$ cat src/rtl/pipe_hazard_ctrl.sv
// pipe_hazard_ctrl: pipeline hazard controller for a five-stage MIPS-style core.
// Detects load-use and multiply/divide hazards and taken branches, and drives
// PC write enable, IF/ID hold, and IF/ID and ID/EX bubble insertion.
// Tracks occupancy of the multi-cycle multiply/divide unit with a small FSM.
// Optional feature macro: PIPE_HAZARD_PERF_CNT_EN adds the saturating
// Stall_Cnt / Flush_Cnt performance counter outputs.
module pipe_hazard_ctrl #(
   parameter int MD_LAT = 32,
   parameter int CNT_W  = 16
) (
   input  logic             clk,
   input  logic             rst,
   input  logic [4:0]       Rs_ID,
   input  logic [4:0]       Rt_ID,
   input  logic             Uses_Rs_ID,
   input  logic             Uses_Rt_ID,
   input  logic [4:0]       Rt_Ex,
   input  logic             MemRead_Ex,
   input  logic             Branch_Taken_Ex,
   input  logic             MD_Start_ID,
   input  logic             MD_Read_ID,
   output logic             PC_Wr,
   output logic             IF_ID_stall,
   output logic             IF_ID_flush,
   output logic             ID_EX_flush,
   output logic             MD_Busy
`ifdef PIPE_HAZARD_PERF_CNT_EN
   ,
   output logic [CNT_W-1:0] Stall_Cnt,
   output logic [CNT_W-1:0] Flush_Cnt
`endif
);

   typedef enum logic {
      RUN     = 1'b0,
      MD_WAIT = 1'b1
   } state_t;

   // The counter is loaded with MD_LAT-1 so the unit stays busy for MD_LAT cycles.
   localparam logic [7:0] MD_LOAD = 8'(MD_LAT - 1);

   state_t     state;
   state_t     next_state;
   logic [7:0] md_cnt;
   logic [7:0] next_md_cnt;
   logic       load_use;
   logic       md_hazard;

   // Load-use hazard: a load in EX writing a register the ID instruction reads.
   // Register 0 is hardwired, so a load targeting it never stalls.
   always_comb begin
      load_use = 1'b0;
      if (MemRead_Ex && (Rt_Ex != 5'd0)) begin
         load_use = (Uses_Rs_ID && (Rs_ID == Rt_Ex)) ||
                    (Uses_Rt_ID && (Rt_ID == Rt_Ex));
      end
   end

   assign MD_Busy   = (state == MD_WAIT);
   assign md_hazard = MD_Busy && (MD_Start_ID || MD_Read_ID);

   // State register; reset aborts any operation in flight without waiting for clk.
   always_ff @(posedge clk or negedge rst) begin
      if (!rst) begin
         state  <= RUN;
         md_cnt <= 8'd0;
      end else begin
         state  <= next_state;
         md_cnt <= next_md_cnt;
      end
   end

   // Next-state logic: issue only when the mult/div is not being flushed or held by a load-use stall.
   always_comb begin
      next_state  = state;
      next_md_cnt = md_cnt;
      case (state)
         RUN: begin
            if (MD_Start_ID && !Branch_Taken_Ex && !load_use) begin
               next_state  = MD_WAIT;
               next_md_cnt = MD_LOAD;
            end
         end
         MD_WAIT: begin
            if (md_cnt == 8'd0) begin
               next_state = RUN;
            end else begin
               next_md_cnt = md_cnt - 8'd1;
            end
         end
         default: begin
            next_state  = RUN;
            next_md_cnt = 8'd0;
         end
      endcase
   end

   // Output logic: reset bubbles both registers, then branch > load-use > mult/div hazard > normal.
   always_comb begin
      PC_Wr       = 1'b1;
      IF_ID_stall = 1'b0;
      IF_ID_flush = 1'b0;
      ID_EX_flush = 1'b0;
      if (!rst) begin
         PC_Wr       = 1'b0;
         IF_ID_flush = 1'b1;
         ID_EX_flush = 1'b1;
      end else if (Branch_Taken_Ex) begin
         IF_ID_flush = 1'b1;
         ID_EX_flush = 1'b1;
      end else if (load_use || md_hazard) begin
         PC_Wr       = 1'b0;
         IF_ID_stall = 1'b1;
         ID_EX_flush = 1'b1;
      end
   end

`ifdef PIPE_HAZARD_PERF_CNT_EN
   // Performance counters: stalled-PC cycles and IF/ID flush cycles, saturating at all-ones.
   always_ff @(posedge clk or negedge rst) begin
      if (!rst) begin
         Stall_Cnt <= '0;
         Flush_Cnt <= '0;
      end else begin
         if (!PC_Wr && (Stall_Cnt != '1)) begin
            Stall_Cnt <= Stall_Cnt + 1'b1;
         end
         if (IF_ID_flush && (Flush_Cnt != '1)) begin
            Flush_Cnt <= Flush_Cnt + 1'b1;
         end
      end
   end
`endif

endmodule
$ cat config.mk
export PLATFORM = sky130hd
export DESIGN_NAME = pipe_hazard_ctrl
export DESIGN_NICKNAME = d
export VERILOG_FILES = /design/src/rtl/pipe_hazard_ctrl.sv
export SDC_FILE = /design/constraint.sdc
export NUM_CORES = 1
export LEC_CHECK = 0
export BUFFER_PORTS_ARGS = -buffer_cell sky130_fd_sc_hd__buf_2
export CAP_MARGIN = 25
export CORE_AREA = 5 5 45 47
export CTS_CLUSTER_DIAMETER = 60
export DETAILED_ROUTE_END_ITERATION = 12
export DIE_AREA = 0 0 50 52
export PLACE_DENSITY = 0.89
export SYNTH_ARGS = -nofsm -noshare
export SYNTH_HDL_FRONTEND = slang
export SYNTH_SLANG_ARGS = --single-unit
$ cat constraint.sdc
create_clock -name clk -period 3.1 [get_ports clk]
set_input_delay 0.62 -clock clk [delete_from_list [all_inputs] [get_ports clk]]
set_output_delay 0.62 -clock clk [all_outputs]
set_load 0.02 [all_outputs]
==> impl_metrics.tcl <==
set metrics [dict create \
    dpl.hpwl_um 1440 \
    path_clk_slew_ns 0.06 \
    cts-hold-fix-buffers 0 \
    synth.most_common_cell "xnor2_1" \
    drv_cap 0 \
    numCtsBuffers 3 \
    share_seq_of_total_power_pct 39.8 \
    setup_tns_ns 0 \
    final_antenna_net_count 0 \
    hold_violations 0 \
    ys_top_cells_by_count "xnor2_1 (10), dfrtp_1 (9), a21oi_1 (6), nand2_1 (6), nor2_1 (6)" \
    hp-class "in -> async" \
    timing.critical_path.buf_inv 2 \
    drive_gt1_share_pct 35.4 \
    p_clk_share_pct 15.8 \
    gp_congestion 0.800 \
    synth_top_area_cell "dfrtp_1" \
    rsz0062_at_grt "no" \
    arrival_ns 1.81 \
    crit_family "simple AND/OR/NAND/NOR gates" \
    area_delta_synth_final_pct 23.8 \
    fp.coreArea_sq_um 1610 \
    first_iter_violations 5 \
    ir_drop_mv 0.358 \
    cts_sinks 9 \
    syn_inst 83 \
    synth-edff-count 0 \
    startpoint_type "input port" \
    portBuffers 27 \
    grt.total_usage_pct 15.1 \
    end_kind "output port" \
    seq_area_frac_synth_pct 30.0 \
    clock-skew-final_ns 0.00215 \
    critPathKind "in -> out" \
    grt_max_degree 12 \
    synth_cell_types 35 \
    drcViolationCount 0 \
    final-max-slew-violation-count 0 \
    ys_top_cells_by_area "dfrtp_1 (30%), xnor2_1 (12%), a21oi_1 (4.0%)" \
    crit_path_top_delay_cell "or4_4" \
    pwr-share-comb_pct 44.4 \
    netlist_area_sq_um 751 \
    finalWirelength_um 1740 \
    antenna_found_initial 0 \
    synth_fp_nets 108 \
    die_w_um 50 \
    nets 139 \
    fin_util_pct 57.6 \
    critPathMostFrequentCell "buf_2" \
    grt_overflow 0 \
    clockBufferDepth 2 \
    swShare_pct 40.7 \
    post_cts_resized 0 \
    start_util_pct 46.5 \
    htreeDepth 1 \
    drt_first_pass_iters 4 \
    post-cts-setup-buffer-count 0 \
    grt_pass1_vias 749 \
    setup_viol 0 \
    power.density_nw_per_um2 621 \
    num_antenna_cells 0 \
    netlist.area_leader.share_pct 30.0 \
    path_cells "buf_2 > or4_4 > o21a_1 > nand2_1 > nand3b_1 > buf_2" \
    routedWlPerCell_um 13.4 \
    leakage_nw 0.388 \
    clockRootBuffer "clkbuf_4" \
    grt_pass1_wl_um 3110 \
    synth_flop_cell "dfrtp_1" \
    required_ns 2.48 \
    yosys_warnings 0 \
    worst_pin_slew_ns 0.460 \
    via_count 701 \
    maxSlewHeadroom_pct 69.1 \
    layout_worst_path_cycle_share_pct 78.4 \
    async_flop_share_pct 100 \
    slowest_delay_ns 0.55 \
    fin_crit_ns 2.43 \
    clk_latency_ns 0.26 \
    vias_per_cell 5.39 \
    ios 28 \
    fmax_mhz 411 \
    switchingPower_mw 0.235 \
    synth_seq_cells 9 \
    die_y_um 52 \
    internal_power_mw 0.342 \
    cts_tree "yes" \
    dieArea_sq_um 2600 \
    row_count 15 \
    cp_max_fo 3 \
    outcome "completed" \
    fin_hold_ws_ns 0.211 \
    avgSynthCellArea_sq_um 9.04 \
]
## worst register-to-register path, delay by kind of cell (launching register included)
| family | cells | cell delay (ns) |
|---|---|---|
| DFF | 1 | 0.40 |
| AOI/OAI and AO/OA | 3 | 0.52 |
| adders and majority gates | 1 | 0.16 |
| and+or+nand+nor | 2 | 0.59 |
| buffers and inverters | 1 | 0.09 |
## worst paths after layout
kind | start | to | slack (ns) | cells after the start
setup / recovery | Rt_Ex[1] | ID_EX_flush | 0.67 | 6
hold / removal | rst | md_cnt[1] | 0.21 | 1
setup reg to reg | md_cnt[0] | md_cnt[3] | 1.23 | 7
hold reg to reg | md_cnt[1] | md_cnt[1] | 0.54 | 1
max in group asynchronous | rst | md_cnt[2] | 2.70 | 1
min in group clk | md_cnt[1] | md_cnt[1] | 0.54 | 1
## cells by family after synthesis
| family | count (synthesis) | share of synthesized area, % |
|---|---|---|
| AND/OR/NAND/NOR | 31 | 25.5 |
| AO/OA/AOI/OAI | 25 | 25.5 |
| adder cells (fa/ha/maj) | 2 | 3.33 |
| buffers and inverters | 5 | 2.50 |
| flip-flops | 9 | 30.0 |
| multiplexers | 1 | 1.50 |
| XOR/XNOR | 10 | 11.7 |
## layer usage
layer	vias up	wire length, um	global-route usage, %
met4	0	0	5.24
met5	-	0	0
met1	328	756	17.1
li1	362	-	-
met3	0	38	1.72
met2	11	943	28.7
## through the flow
| step | total power, mW | setup slack [ns] | cells | instance area, sq um |
|---|---|---|---|---|
| global placement | 0.470 | 0.690 | 126 | 903 |
| finish | 0.577 | 0.670 | 130 | 930 |
| global route | 0.625 | 0.545 | 130 | 930 |
| detailed placement | 0.488 | 0.669 | 126 | 903 |
| CTS | 0.579 | 0.667 | 130 | 930 |
| floorplan | 0.415 | 0.768 | 83 | 751 |
## state kept, by name, summed over array words and instances (netlist names)
register	count
MD_Busy	1
md_cnt	8
## cells in the final DEF (no fill, tap or decap), drive strengths merged
cell and n:
a211oi 2, a21boi 1, a21oi 8, a22oi 1
a2bb2oi 1, a31oi 1, buf 27, clkbuf 4
dfrtp 9, ha 2, inv 4, mux2 1
nand2 6, nand2b 4, nand3 2, nand3b 3
nand4 2, nor2 7, nor3 3, nor3b 2
nor4b 1, o21a 2, o21ai 4, o22a 1
o22ai 2, o31a 1, o32a 1, or4 1
xnor2 10
## cell type report
| type | instances | area, sq um |
|---|---|---|
| timing repair buffer | 27 | 135 |
| sequential | 9 | 225 |
| multi-input combinational | 69 | 507 |
| fill | 151 | 684 |
| inverter | 4 | 15.0 |
| tap | 17 | 21.3 |
| clock buffer | 4 | 26.3 |
## power by group through the flow
stage	sequential (mW)	clock [mW]	combinational [mW]
floorplan	0.217	0	0.198
global placement	0.226	0	0.244
detailed placement	0.231	0	0.257
CTS	0.228	0.0926	0.258
global route	0.240	0.0980	0.287
finish	0.230	0.0913	0.256
No activity file was read; power rests on OpenSTA's default activity.
